$ cat src/rtl/modulo_output_pkg.sv
// Shared definitions for the output/display unit: seven-segment glyphs,
// main FSM states and BCD sizing.
package modulo_output_pkg;

  // Active-low segments, bit order {g,f,e,d,c,b,a}
  localparam logic [6:0] SEG_0     = 7'h40;
  localparam logic [6:0] SEG_1     = 7'h79;
  localparam logic [6:0] SEG_2     = 7'h24;
  localparam logic [6:0] SEG_3     = 7'h30;
  localparam logic [6:0] SEG_4     = 7'h19;
  localparam logic [6:0] SEG_5     = 7'h12;
  localparam logic [6:0] SEG_6     = 7'h02;
  localparam logic [6:0] SEG_7     = 7'h78;
  localparam logic [6:0] SEG_8     = 7'h00;
  localparam logic [6:0] SEG_9     = 7'h10;
  localparam logic [6:0] SEG_BLANK = 7'h7F;
  localparam logic [6:0] SEG_MINUS = 7'h3F;
  localparam logic [6:0] SEG_E     = 7'h06;

  typedef enum logic [1:0] {IDLE, LOAD, SHIFT, FORMAT} state_e;

  // Enough BCD digits to hold any unsigned value of the given bit width
  function automatic int bcd_digits(input int width);
    return (width + 2) / 3 + 1;
  endfunction

  function automatic logic [6:0] seg_digit(input logic [3:0] d);
    case (d)
      4'd0:    return SEG_0;
      4'd1:    return SEG_1;
      4'd2:    return SEG_2;
      4'd3:    return SEG_3;
      4'd4:    return SEG_4;
      4'd5:    return SEG_5;
      4'd6:    return SEG_6;
      4'd7:    return SEG_7;
      4'd8:    return SEG_8;
      4'd9:    return SEG_9;
      default: return SEG_BLANK;
    endcase
  endfunction

endpackage

$ cat src/rtl/bin2bcd_seq.sv
// Sequential double-dabble converter: one input bit per cycle, WIDTH cycles
// after start; done marks the cycle carrying the final shift.
module bin2bcd_seq
  import modulo_output_pkg::*;
#(
  parameter int WIDTH = 32
) (
  input  logic                            clk,
  input  logic                            rst_n,
  input  logic                            start,
  input  logic [WIDTH-1:0]                bin,
  output logic                            busy,
  output logic                            done,
  output logic [4*bcd_digits(WIDTH)-1:0]  bcd
);

  localparam int DIGITS = bcd_digits(WIDTH);
  localparam int CW     = $clog2(WIDTH + 1);

  logic [WIDTH-1:0]    sh_q;
  logic [4*DIGITS-1:0] bcd_q;
  logic [4*DIGITS-1:0] bcd_d;
  logic [3:0]          top_dig;
  logic [CW-1:0]       cnt_q;
  logic                busy_q;

  function automatic logic [3:0] add3(input logic [3:0] d);
    return (d >= 4'd5) ? d + 4'd3 : d;
  endfunction

  // The top digit never reaches 8, so only its low three bits survive the shift
  assign top_dig = bcd_q[4*DIGITS-4 +: 4];

  always_comb begin
    bcd_d    = '0;
    bcd_d[0] = sh_q[WIDTH-1];
    for (int i = 0; i < DIGITS - 1; i++)
      bcd_d[4*i+1 +: 4] = add3(bcd_q[4*i +: 4]);
    bcd_d[4*DIGITS-3 +: 3] = (top_dig >= 4'd5) ? top_dig[2:0] + 3'd3 : top_dig[2:0];
  end

  always_ff @(posedge clk or negedge rst_n) begin
    if (!rst_n) begin
      sh_q   <= '0;
      bcd_q  <= '0;
      cnt_q  <= '0;
      busy_q <= 1'b0;
    end else if (start && !busy_q) begin
      sh_q   <= bin;
      bcd_q  <= '0;
      cnt_q  <= CW'(WIDTH);
      busy_q <= 1'b1;
    end else if (busy_q) begin
      sh_q  <= {sh_q[WIDTH-2:0], 1'b0};
      bcd_q <= bcd_d;
      cnt_q <= cnt_q - CW'(1);
      if (cnt_q == CW'(1))
        busy_q <= 1'b0;
    end
  end

  assign busy = busy_q;
  assign done = busy_q && (cnt_q == CW'(1));
  assign bcd  = bcd_q;

endmodule

$ cat src/rtl/modulo_output_v3.sv
// CPU output/display unit: captures OUT values, converts them to decimal for
// the seven-segment digits, refreshes a monitor channel and drives the LEDs.
module modulo_output_v3
  import modulo_output_pkg::*;
#(
  parameter int DATA_WIDTH  = 32,
  parameter int NUM_DIGITS  = 4,
  parameter int MON_WIDTH   = 10,
  parameter int MON_DIGITS  = 2,
  parameter int LED_WIDTH   = 14,
  parameter int SIGNED_MODE = 1,
  parameter int BLANK_ZEROS = 1
) (
  input  logic                    clk,
  input  logic                    rst_n,
  input  logic                    out_valid,
  output logic                    out_ready,
  input  logic [DATA_WIDTH-1:0]   out_data,
  input  logic                    out_enable_sw,
  input  logic                    in_enable,
  input  logic [MON_WIDTH-1:0]    mon_data,
  output logic [7*NUM_DIGITS-1:0] display_segs,
  output logic [7*MON_DIGITS-1:0] mon_segs,
  output logic [LED_WIDTH-1:0]    led,
  output logic                    overflow,
  output logic                    negative
);

  localparam int MD  = bcd_digits(DATA_WIDTH);
  localparam int MMD = bcd_digits(MON_WIDTH);

  state_e                  state_q, state_d;
  logic [DATA_WIDTH-1:0]   data_q;
  logic signed [DATA_WIDTH-1:0] data_s;
  logic [DATA_WIDTH-1:0]   mag;
  logic                    is_neg;
  logic                    neg_q;
  logic [7*NUM_DIGITS-1:0] display_q;
  logic                    ovf_q, negative_q;
  logic [7*MON_DIGITS-1:0] mon_segs_q;
  logic                    mon_fmt_q;
  logic [LED_WIDTH-1:0]    led_q;
  logic                    main_start, main_busy, main_done;
  logic [4*MD-1:0]         main_bcd;
  logic                    mon_start, mon_busy, mon_done;
  logic [4*MMD-1:0]        mon_bcd;
  logic                    fmt_ovf;

  function automatic logic main_ovf(input logic [4*MD-1:0] bcd, input logic neg);
    logic o;
    o = 1'b0;
    // When negative, the top display position is reserved for the sign
    for (int i = 0; i < MD; i++)
      if (bcd[4*i +: 4] != 4'd0 && (i >= NUM_DIGITS || (neg && i == NUM_DIGITS - 1)))
        o = 1'b1;
    return o;
  endfunction

  function automatic logic [7*NUM_DIGITS-1:0] main_segs(input logic [4*MD-1:0] bcd,
                                                        input logic neg, input logic ovf);
    logic [3:0]              dg [NUM_DIGITS];
    logic [7*NUM_DIGITS-1:0] s;
    int                      msd;
    int                      sign_pos;
    msd = 0;
    for (int i = 0; i < NUM_DIGITS; i++) dg[i] = 4'd0;
    for (int i = 0; i < MD; i++)
      if (i < NUM_DIGITS) begin
        dg[i] = bcd[4*i +: 4];
        if (dg[i] != 4'd0) msd = i;
      end
    sign_pos = (BLANK_ZEROS != 0) ? msd + 1 : NUM_DIGITS - 1;
    for (int i = 0; i < NUM_DIGITS; i++) begin
      if (ovf)                                s[7*i +: 7] = SEG_E;
      else if (neg && i == sign_pos)          s[7*i +: 7] = SEG_MINUS;
      else if (BLANK_ZEROS != 0 && i > msd)   s[7*i +: 7] = SEG_BLANK;
      else                                    s[7*i +: 7] = seg_digit(dg[i]);
    end
    return s;
  endfunction

  function automatic logic [7*MON_DIGITS-1:0] mon_fmt(input logic [4*MMD-1:0] bcd);
    logic [3:0]              dg [MON_DIGITS];
    logic [7*MON_DIGITS-1:0] s;
    int                      msd;
    msd = 0;
    for (int i = 0; i < MON_DIGITS; i++) dg[i] = 4'd0;
    for (int i = 0; i < MMD; i++)
      if (i < MON_DIGITS) begin
        dg[i] = bcd[4*i +: 4];
        if (dg[i] != 4'd0) msd = i;
      end
    for (int i = 0; i < MON_DIGITS; i++)
      s[7*i +: 7] = (BLANK_ZEROS != 0 && i > msd) ? SEG_BLANK : seg_digit(dg[i]);
    return s;
  endfunction

  assign data_s = $signed(data_q);
  assign is_neg = (SIGNED_MODE != 0) && data_q[DATA_WIDTH-1];
  // -2^(W-1) negates to itself, which read unsigned is the correct magnitude
  assign mag    = is_neg ? $unsigned(-data_s) : data_q;

  assign main_start = (state_q == LOAD) && !main_busy;
  assign fmt_ovf    = main_ovf(main_bcd, neg_q);

  bin2bcd_seq #(.WIDTH(DATA_WIDTH)) u_main_conv (
    .clk   (clk),
    .rst_n (rst_n),
    .start (main_start),
    .bin   (mag),
    .busy  (main_busy),
    .done  (main_done),
    .bcd   (main_bcd)
  );

  always_comb begin
    state_d = state_q;
    case (state_q)
      IDLE:    if (out_valid && out_enable_sw) state_d = LOAD;
      LOAD:    state_d = SHIFT;
      SHIFT:   if (main_done) state_d = FORMAT;
      FORMAT:  state_d = IDLE;
      default: state_d = IDLE;
    endcase
  end

  always_ff @(posedge clk or negedge rst_n) begin
    if (!rst_n) begin
      state_q    <= IDLE;
      data_q     <= '0;
      neg_q      <= 1'b0;
      display_q  <= main_segs('0, 1'b0, 1'b0);
      ovf_q      <= 1'b0;
      negative_q <= 1'b0;
    end else begin
      state_q <= state_d;
      if (state_q == IDLE && out_valid && out_enable_sw)
        data_q <= out_data;
      if (state_q == LOAD)
        neg_q <= is_neg;
      // Display and flags change together on the FORMAT edge
      if (state_q == FORMAT) begin
        display_q  <= main_segs(main_bcd, neg_q, fmt_ovf);
        ovf_q      <= fmt_ovf;
        negative_q <= neg_q;
      end
    end
  end

  // Free-running monitor: start, MON_WIDTH shifts, one format cycle
  assign mon_start = !mon_busy && !mon_fmt_q;

  bin2bcd_seq #(.WIDTH(MON_WIDTH)) u_mon_conv (
    .clk   (clk),
    .rst_n (rst_n),
    .start (mon_start),
    .bin   (mon_data),
    .busy  (mon_busy),
    .done  (mon_done),
    .bcd   (mon_bcd)
  );

  always_ff @(posedge clk or negedge rst_n) begin
    if (!rst_n) begin
      mon_fmt_q  <= 1'b0;
      mon_segs_q <= mon_fmt('0);
      led_q      <= '0;
    end else begin
      mon_fmt_q <= mon_done;
      if (mon_fmt_q)
        mon_segs_q <= mon_fmt(mon_bcd);
      led_q <= {out_enable_sw, in_enable ? out_data[LED_WIDTH-2:0] : {(LED_WIDTH-1){1'b0}}};
    end
  end

  assign out_ready    = (state_q == IDLE);
  assign display_segs = display_q;
  assign mon_segs     = mon_segs_q;
  assign led          = led_q;
  assign overflow     = ovf_q;
  assign negative     = negative_q;

endmodule

$ cat config.mk
export PLATFORM = sky130hd
export DESIGN_NAME = modulo_output_v3
export DESIGN_NICKNAME = d
export VERILOG_FILES = /design/src/rtl/modulo_output_pkg.sv /design/src/rtl/bin2bcd_seq.sv /design/src/rtl/modulo_output_v3.sv
export SDC_FILE = /design/constraint.sdc
export NUM_CORES = 1
export LEC_CHECK = 0
export CORE_MARGIN = 1.5
export CORE_UTILIZATION = 30
export DETAILED_ROUTE_END_ITERATION = 16
export SYNTH_ARGS = -nofsm -noshare
export SYNTH_HDL_FRONTEND = slang
export SYNTH_SLANG_ARGS = --single-unit
export TNS_END_PERCENT = 100
$ cat constraint.sdc
create_clock -name clk -period 2.64 [get_ports clk]
set_clock_uncertainty 0.2 [all_clocks]
set_input_delay 0.528 -clock clk [delete_from_list [all_inputs] [get_ports clk]]
set_output_delay 0.528 -clock clk [all_outputs]
set_load 0.005 [all_outputs]
After elaboration in Yosys (flattened, before gate mapping). Memories as Yosys holds them, arrays and structs flattened. A register that Yosys moved wholly into a read port is not among the register bits. Index checks and enable logic that the tools add are counted.

Add/sub/neg operators: 21. Eq/ne operators: 10. Order comparisons: 23. Reduce and logical (&&, ||, !) cells: 35. Mux-type cells: 75.

Operators with widths (number): 32-bit 2-to-1 mux (7); 7-bit 2-to-1 mux (14); 48-bit 2-to-1 mux (2); 4-bit 2-to-1 mux (23); 4-bit by 3-bit >= comparator with 1-bit output (second input constant) (17); 3-bit by 32-bit == test with 1-bit output (first input constant) (2); 1-bit by 32-bit > comparator with 1-bit output (first input constant) (2); 2-bit by 32-bit > comparator with 1-bit output (first input constant) (2); 3-bit by 32-bit > comparator with 1-bit output (first input constant) (2); 4-bit by 2-bit adder with 4-bit output (second input constant) (15); 4-bit nonzero test (12); 20-bit 2-to-1 mux (2); 32-bit by 2-bit adder with 32-bit output (second input constant) (1); 2-bit by 32-bit == test with 1-bit output (first input constant) (1); 32-bit zero test (1); 32-bit negator (1); 10-bit 2-to-1 mux (2); 1-bit 2-to-1 mux (17); 1-bit logical AND (14); 13-bit 2-to-1 mux (1); 6-bit 2-to-1 mux (2); 2-bit case mux with 4 select lines (1); 3-bit by 2-bit adder with 3-bit output (second input constant) (2); 6-bit by 1-bit == test with 1-bit output (second input constant) (1); other kinds (13) (20).

Bits of input ports: 47. Bits in read-only memories: 672. Register bits after elaboration: 216. Word-level logic and storage cells: 187. Memories: 6.

Memories: (no name shown) (depth 16, bits a word 7, rd ports 1, clocked after memory_dff 1, write ports 0, line modulo_output_pkg.sv:28) `case (d)`; (no name shown) (depth 16, bits a word 7, rd ports 1, clocked after memory_dff 0, write ports 0, line modulo_output_pkg.sv:28); (no name shown) (depth 16, bits a word 7, rd ports 1, clocked after memory_dff 0, write ports 0, line modulo_output_pkg.sv:28); (no name shown) (depth 16, bits a word 7, rd ports 1, clocked after memory_dff 0, write ports 0, line modulo_output_pkg.sv:28); (no name shown) (depth 16, bits a word 7, rd ports 1, clocked after memory_dff 0, write ports 0, line modulo_output_pkg.sv:28); (no name shown) (depth 16, bits a word 7, rd ports 1, clocked after memory_dff 0, write ports 0, line modulo_output_pkg.sv:28).

Depth between registers and ports, before layout. Gate-level depths: netlist of the first run.

Depth after elaboration: 12. Mapped depth: 8.

Modules after synthesis. A second synthesis of the first run with hierarchy kept.

Cell total of the unflattened synthesis: 1213. Area, all modules: 12132.9 um^2.

Modules (own cells, without submodules): modulo_output_v3 (cells an instance 540, seq. area each 2389.8 um^2, area each 5527.8 um^2, times used 1); bin2bcd_seq at u_main_conv (cells an instance 481, seq. area each 2177.1 um^2, area each 4669.5 um^2, times used 1); bin2bcd_seq at u_mon_conv (cells an instance 192, seq. area each 875.8 um^2, area each 1935.6 um^2, times used 1).

Worst setup path before layout of the first run. Ideal clock, no wire load.

Path kind: register -> register. From: register u_main_conv.bcd_q[13] (netlist: u_main_conv.bcd[13]). To: register display_q[13] (netlist: display_segs[13]). Arrival: 2.198 ns. Slack: 0.164 ns. Path buffers: 1. Required time: 2.362 ns. Stages on the path, launching flop included: 9. Path through: dfrtp_1 inv_1 ha_1 or3b_1 buf_2 or2_2 nor3_1 mux2_2 o22ai_1.

Longest elaborated chain between the ends: 12. Elaborated cells on any way between the ends: 20. Those cells by class: add/sub (1); order compare (1); eq/ne (1); mux (14); reduce/logical (3).

RTL lines: start, declared (line bin2bcd_seq.sv:21) `logic [4*DIGITS-1:0] bcd_q;`; start signal, assigned (line bin2bcd_seq.sv:45) `bcd_q <= '0;`; start signal, assigned (line bin2bcd_seq.sv:50) `bcd_q <= '0;`; start signal, assigned (line bin2bcd_seq.sv:55) `bcd_q <= bcd_d;`; 4-bit nonzero test (*) (line modulo_output_v3.sv:54, modulo_output_v3.sv:70); parallel branches: the longest is 10 deep, another holds 32-bit by 2-bit adder with 32-bit output; 7-bit 2-to-1 mux (*) (line modulo_output_v3.sv:74) `if (ovf) s[7*i +: 7] = SEG_E;`; end signal, assigned (line modulo_output_v3.sv:132) `display_q <= main_segs('0, 1'b0, 1'b0);`; end signal, assigned (line modulo_output_v3.sv:143) `display_q <= main_segs(main_bcd, neg_q, fmt_ovf);`; end, declared (line modulo_output_v3.sv:38) `logic [7*NUM_DIGITS-1:0] display_q;`.

Every way passes the cells marked *. The select of a mux whose other input is x is not followed. A chain may end at the register's enable or synchronous reset.

Final worst setup path of the first run.
From: register u_main_conv.bcd_q[9] (netlist: u_main_conv.bcd[9]). To: register display_q[13] (netlist: display_segs[13]).

Longest elaborated chain between the ends: 9. Elaborated cells on any way between the ends: 11. Those cells by class: add/sub (1); order compare (1); eq/ne (1); mux (6); reduce/logical (2).

RTL lines: 4-bit nonzero test (*) (line modulo_output_v3.sv:70) `if (dg[i] != 4'd0) msd = i;`; 32-bit 2-to-1 mux (*) (2 in a row) (line modulo_output_v3.sv:70); 32-bit 2-to-1 mux (*) (line modulo_output_v3.sv:142) `if (state_q == FORMAT) begin`; 32-bit by 2-bit adder with 32-bit output (line modulo_output_v3.sv:72) `sign_pos = (BLANK_ZEROS != 0) ? msd + 1 : NUM_DIGITS - 1;`; 2-bit by 32-bit == test with 1-bit output (line modulo_output_v3.sv:75) `else if (neg && i == sign_pos) s[7*i +: 7] = SEG_MINUS;`; 1-bit logical AND (line modulo_output_v3.sv:75); 7-bit 2-to-1 mux (*) (line modulo_output_v3.sv:75); 7-bit 2-to-1 mux (*) (line modulo_output_v3.sv:74).

Mark *: on every way between the ends. The rest lies on a longest branch, timed or not. The select of a mux whose other input is x is not followed.

==> results of run 1 <==
## registers in the layout, indices dropped and copies added (netlist names)
register and flops:
negative 1, u_mon_conv.cnt_q 4, mon_segs 14, display_segs 28, u_mon_conv.busy 1, u_main_conv.bcd 48
neg_q 1, mon_fmt_q 1, overflow 1, u_main_conv.cnt_q 6, led 14, data_q 32
u_main_conv.busy 1, u_mon_conv.bcd 8, u_main_conv.sh_q 32, state_q 2, u_mon_conv.sh_q 10
## per-layer routing
layer	routed length (µm)	part of all wire (%)	up-vias	global-route usage (%)
li1	-	-	4297	-
met1	12000	48	4149	17.6
met2	11600	47	141	22.2
met3	717	2.9	30	1.67
met4	501	2.0	0	3.53
met5	0	0	-	0
## worst max-delay path: stages, from the launching register on
cell	delay, ps
dfrtp_1	440
inv_2	120
ha_1	180
or3b_2	490
or2_2	320
nor3_1	190
mux2_2	360
o22ai_1	120
## layout by cell type, fill, tap and decap left out, drive strengths merged, types with 39 or more instances in the layout
cell type,synthesis,final
o21ai,108,108
clkdlybuf4s50,0,104
ha,63,63
a21oi,71,71
mux2,39,39
inv,76,76
clkbuf,56,41
nor2,74,74
nand2,103,103
dfrtp,174,174
## cell families after synthesis
| group | Yosys count |
|---|---|
| flip-flops | 204 |
| XOR/XNOR | 48 |
| AND/OR/NAND/NOR | 335 |
| multiplexers | 60 |
| AO/OA/AOI/OAI | 311 |
| buffers and inverters | 144 |
| adder cells (fa/ha/maj) | 63 |
## report_power, final
| part | leakage (nW) | internal, W | switching, W |
|---|---|---|---|
| clock | 0.362 | 0.00185 | 0.00128 |
| combinational | 2.88 | 0.00272 | 0.00310 |
| sequential | 2.50 | 0.00416 | 0.000993 |
| total | 5.74 | 0.00873 | 0.00537 |
## repair_timing
| item | 4_1_cts | 5_1_grt |
|---|---|---|
| gates resized for setup | 0 | 3 |
| hold endpoints to repair | 52 | 0 |
| endpoints found under the setup margin | 0 | 9 |
| hold buffers | 1 | 0 |
## through the flow
step | utilization (%) | setup slack, ps
floorplan | - | 164
finish | 37.3 | 138
detailed placement | 35.2 | 105
global placement | 35.2 | 167
CTS | 37.3 | 31.1
global route | 37.3 | 13.1
## final timing paths
check	startpoint	end	slack [ps]	depth (start not counted)
max	u_main_conv.bcd[9]	display_segs[13]	140	7
min	u_main_conv.cnt_q[5]	u_main_conv.cnt_q[5]	270	1
max reg2reg	u_main_conv.bcd[9]	display_segs[13]	140	7
min reg2reg	u_main_conv.cnt_q[5]	u_main_conv.cnt_q[5]	270	1
max in group asynchronous	rst_n	mon_segs[6]	1100	3
min in group asynchronous	rst_n	u_main_conv.sh_q[28]	370	2
## final cells by class
cell class,instances,area (µm²)
flip-flops and latches,204,5150
well taps,468,586
inverters,77,289
fillers,3697,23000
clock inverters,3,15.0
clock buffers,40,722
multi-input cells,817,5500
repair buffers,143,1390
==> reports/metrics.cfg, run 1 <==
[outcome]
status = complete, no violations

[global_routing]
grtUsageTotal_pct = 13.1
antenna_found_initial = 0
grt_pass1_wl_um = 42400
grt_max_degree = 97
first_global_vias = 8425
grt-ovfl-total = 0

[placement]
place_inst = 1708
place_area_mm2 = 0.0129
dp_hpwl_um = 17000
place.gp.congestion = 0.865
io_buffers = 105

[timing]
max_freq_mhz = 400
fin_crit_ps = 2500
finalHoldViolCount = 0
finalSetupTns_ps = 0
finalCritPeriodShare_pct = 94.8
worstMarginPinSlew_ps = 576
rsz0062_at_grt = no
slew-limit-headroom_pct = 61.3
finalMaxSlewViolations = 0
holdWs_ps = 266
setup_violations = 0

[cts]
clockBufferDepth = 3
cts_buffers = 24
clk_pin_slew_ps = 60
cts.sinks = 204
cts_tree = built
h-tree-depth = 1
clk_latency_ps = 510
cts_root_buf = clkbuf_16
cts_setup_buffers = 0

[yosys]
avgSynthCellArea_um2 = 9.60
ys.flop_type = dfrtp_1
synth_top_family_by_area = compound AO/OA/AOI/OAI gates
synthTopCellsByArea = dfrtp_1 39%, dfstp_2 7.1%, ha_1 7.1%
synth_nets = 1275
synth-seq-cells = 204
synth_cell_types = 63
yosysSeqAreaShare_pct = 46.0
yosysTopAreaCell = dfrtp_1
ys_top_cells_by_count = 174 x dfrtp_1, 107 x o21ai_0, 103 x nand2_1
synth_compound_area_share_pct = 17.3
yosysMostFrequentCell = dfrtp_1
synth_edf_count = 0
synth_async_sr_flop_share_pct = 100
synthMuxAreaShare_pct = 5.81
yosysWarnings = 0
syn_inst = 1165
synthesis.area_mm2 = 0.0112
synth-simple-area-share_pct = 15.1
synth_xor_area_share_pct = 3.76
synthAdderAreaFrac_pct = 7.05
synth_top_cell_area_share_pct = 38.9

[critical_path]
arrival_ps = 2740
cp_max_fo = 6
start_kind = flip-flop
worst-setup-path-type = reg2reg
endpoint_kind = flip-flop
crit_required_ps = 2880

[final_layout]
nNetsFinal = 1377
fin_cells = 1752
syn2layout_area_growth_pct = 22.0
num_antenna_cells = 0
drive_above_1_share_pct = 12.1
fin_area_mm2 = 0.0136

[route]
vias = 8617
routed_wl_um = 24800
wl_per_cell_um = 14.2
viasPerCell = 4.92
firstDrtPassIters = 7
antenna_left = 0
post-route-drc-count = 0
drt_iter0_drc = 389

[die]
die_area_mm2 = 0.0384
initial_core_util_pct = 30.5
die_h_um = 196
ios = 106
num_rows = 70
coreArea_mm2 = 0.0366
die_x_um = 196

[pwr]
peakVddDrop_v = 0.000509
p_leak_nw = 5.74
powerDensity_mw_per_mm2 = 1030
totalPowerFinal_w = 0.0141

[flow_run]
cap_violations = 0

[min_path]
hold_class = reg2reg

Note: power is estimated with default switching activity, not from simulation.
==> inputs of run 2 (changes only) <==
CTS_CLUSTER_DIAMETER = 60   (was not set)
==> run 2 against run 1 <==
  * Global-route usage is 0.088 points higher
  * Largest cell class unchanged
  * Design area increased by 0.25%
  * Highest routed layer unchanged
  * Routed wire length hardly changed
  * Die area stayed put
  * Worst hold slack improved by 3.0 ps
  * Clock power is 3% higher
  * Via count increased by 0.19%
==> reports/metrics.cfg, run 2 (synthesized netlist as in run 1, its figures left out) <==
[final_layout]
num_antenna_cells = 0  ; unchanged
nNetsFinal = 1377  ; unchanged
drive_above_1_share_pct = 12.6  ; +0.48 points
regArea_mm2 = 0.00515  ; unchanged
syn2layout_area_growth_pct = 22.3
multi_input_area_mm2 = 0.00550  ; unchanged
final_util_pct = 37.4  ; +0.092 points
final_cell_mix = 173 x dfrtp_1, 107 x o21ai_0, 104 x clkdlybuf4s50_1
largest_reg_flops = 48  ; unchanged
fill_cells = 3712  ; +0.41%
final_common_cell = dfrtp_1

[placement]
dp_worst_setup_slack_ps = 105  ; unchanged
dp_hpwl_um = 17000  ; unchanged
place.gp.congestion = 0.865  ; unchanged
io_buffers = 105  ; unchanged

[global_routing]
grt_max_degree = 97  ; unchanged
antenna_found_initial = 0  ; unchanged
grt_pass1_wl_um = 42500  ; +0.33%
first_global_vias = 8423  ; -0.024%
grt-ovfl-total = 0  ; unchanged
grtUsageTotal_pct = 13.2  ; +0.088 points

[timing]
finalCritPeriodShare_pct = 94.9  ; +0.10 points
slew-limit-headroom_pct = 61.7  ; +0.45 points
holdWs_ps = 269  ; +3.04 ps
setup_violations = 0  ; unchanged
finalMaxSlewViolations = 0  ; unchanged
fin_crit_ps = 2500  ; +2.63 ps
finalSetupTns_ps = 0  ; unchanged
max_freq_mhz = 399  ; -0.10%
finalHoldViolCount = 0  ; unchanged
rsz0062_at_grt = no
worst_slack_ps = 135  ; -2.63 ps
worstMarginPinSlew_ps = 570  ; -6.68 ps

[critical_path]
worst-setup-path-type = reg2out
arrival_ps = 1780  ; -960 ps
cpPeakStageDelay_ps = 510  ; +20 ps
cp_max_fo = 4  ; -2
endpoint_kind = output port
critical-path-top-delay-family = buffers and inverters
path_buf_inv = 2  ; +1
crit_required_ps = 1910  ; -970 ps
slowest_stage = clkdlybuf4s50_1
crit_chain = inv_1 -> ha_2 -> clkdlybuf4s50_1
start_kind = flip-flop

[die]
die_h_um = 196  ; unchanged
initial_core_util_pct = 30.5  ; unchanged
die_area_mm2 = 0.0384  ; unchanged
ios = 106  ; unchanged
num_rows = 70  ; unchanged
die_x_um = 196  ; unchanged
coreArea_mm2 = 0.0366  ; unchanged

[flow_run]
cap_violations = 0  ; unchanged

[route]
routed_wl_um = 24800  ; about the same
wl_per_cell_um = 14.2  ; +0.13%
viasPerCell = 4.93  ; +0.24%
vias = 8633  ; +0.19%
post-route-drc-count = 0  ; unchanged
firstDrtPassIters = 5  ; -2
antenna_left = 0  ; unchanged
drt_iter0_drc = 419  ; +7.7%

[outcome]
status = complete, no violations

[cts]
clk_pin_slew_ps = 60  ; about the same
clockBufferDepth = 3  ; unchanged
cts_tree = built
h-tree-depth = 1  ; unchanged
cts.sinks = 204  ; unchanged
clk_latency_ps = 510  ; about the same
cts_root_buf = clkbuf_16
cts_buffers = 24  ; unchanged

[pwr]
p_leak_nw = 5.77  ; +0.44%
powerDensity_mw_per_mm2 = 1040  ; +0.40%
peakVddDrop_v = 0.000461  ; -9.5%

[min_path]
hold_class = reg2reg

run 2: cell types whose count changed in the layout (fill, tap and decap cells not counted):
cell	before	now
clkinv_2	3	5
clkbuf_8	5	8
clkbuf_1	11	4
clkinv_4	0	1
run 2: area by class of cell:
cell class                      count  area share, %
Clock buffer                       36           5.39
Clock inverter                      6          0.247
Inverter                           77           2.11
Multi-Input combinational cell    817           40.2
Sequential cell                   204           37.6
Tap cell                          468           4.28
Timing Repair Buffer              143           10.2
run 2: path summary, 6_finish.rpt:
kind                       slack, ps                 from  depth (start not counted)                    to
setup / recovery                 140           state_q[0]                          3             out_ready
hold / removal                   270  u_mon_conv.cnt_q[3]                          1             mon_fmt_q
setup reg to reg                 140   u_main_conv.bcd[9]                          7      display_segs[13]
hold reg to reg                  270  u_mon_conv.cnt_q[3]                          1             mon_fmt_q
max in group asynchronous       1100                rst_n                          3          mon_segs[12]
min in group asynchronous        350                rst_n                          2  u_main_conv.sh_q[28]
run 2: where the power goes:
part	internal [W]	switching, W
clock	0.00192	0.00129
combinational	0.00272	0.00311
sequential	0.00416	0.000995
total	0.00879	0.00540
run 2: per-stage QoR:
step / cell area [µm²] / instances / power, W
after global placement: 12900 / 1708 / 0.0109
after CTS: 13700 / 1751 / 0.0144
after detailed placement: 12900 / 1708 / 0.0110
final: 13700 / 1751 / 0.0142
after floorplan: 11200 / 1165 / 0.00915
after global routing: 13700 / 1751 / 0.0154
run 2: worst reg2reg max path: cells and delay by family (launching register included):
kind | cells | cell delay [ps]
AOI/OAI and AO/OA | 1 | 120
DFF | 1 | 450
muxes | 1 | 360
adders and majority gates | 1 | 180
and+or+nand+nor | 3 | 1010
buffers and inverters | 1 | 130
run 2: what timing repair did:
action | 4_1_cts | 5_1_grt
endpoints found under the setup margin | 0 | 9
gates resized for setup | 0 | 3
hold buffers | 1 | 0
buffers inserted | 0 | 0
endpoints found under the hold margin | 52 | 0
run 2: routing by layer:
metal | global-route usage, % | up-vias | routed length, µm
met4 | 3.70 | 0 | 586
met2 | 22.3 | 147 | 11500
met1 | 17.7 | 4159 | 12000
met3 | 1.62 | 36 | 781
li1 | - | 4291 | -
met5 | 0 | - | 0
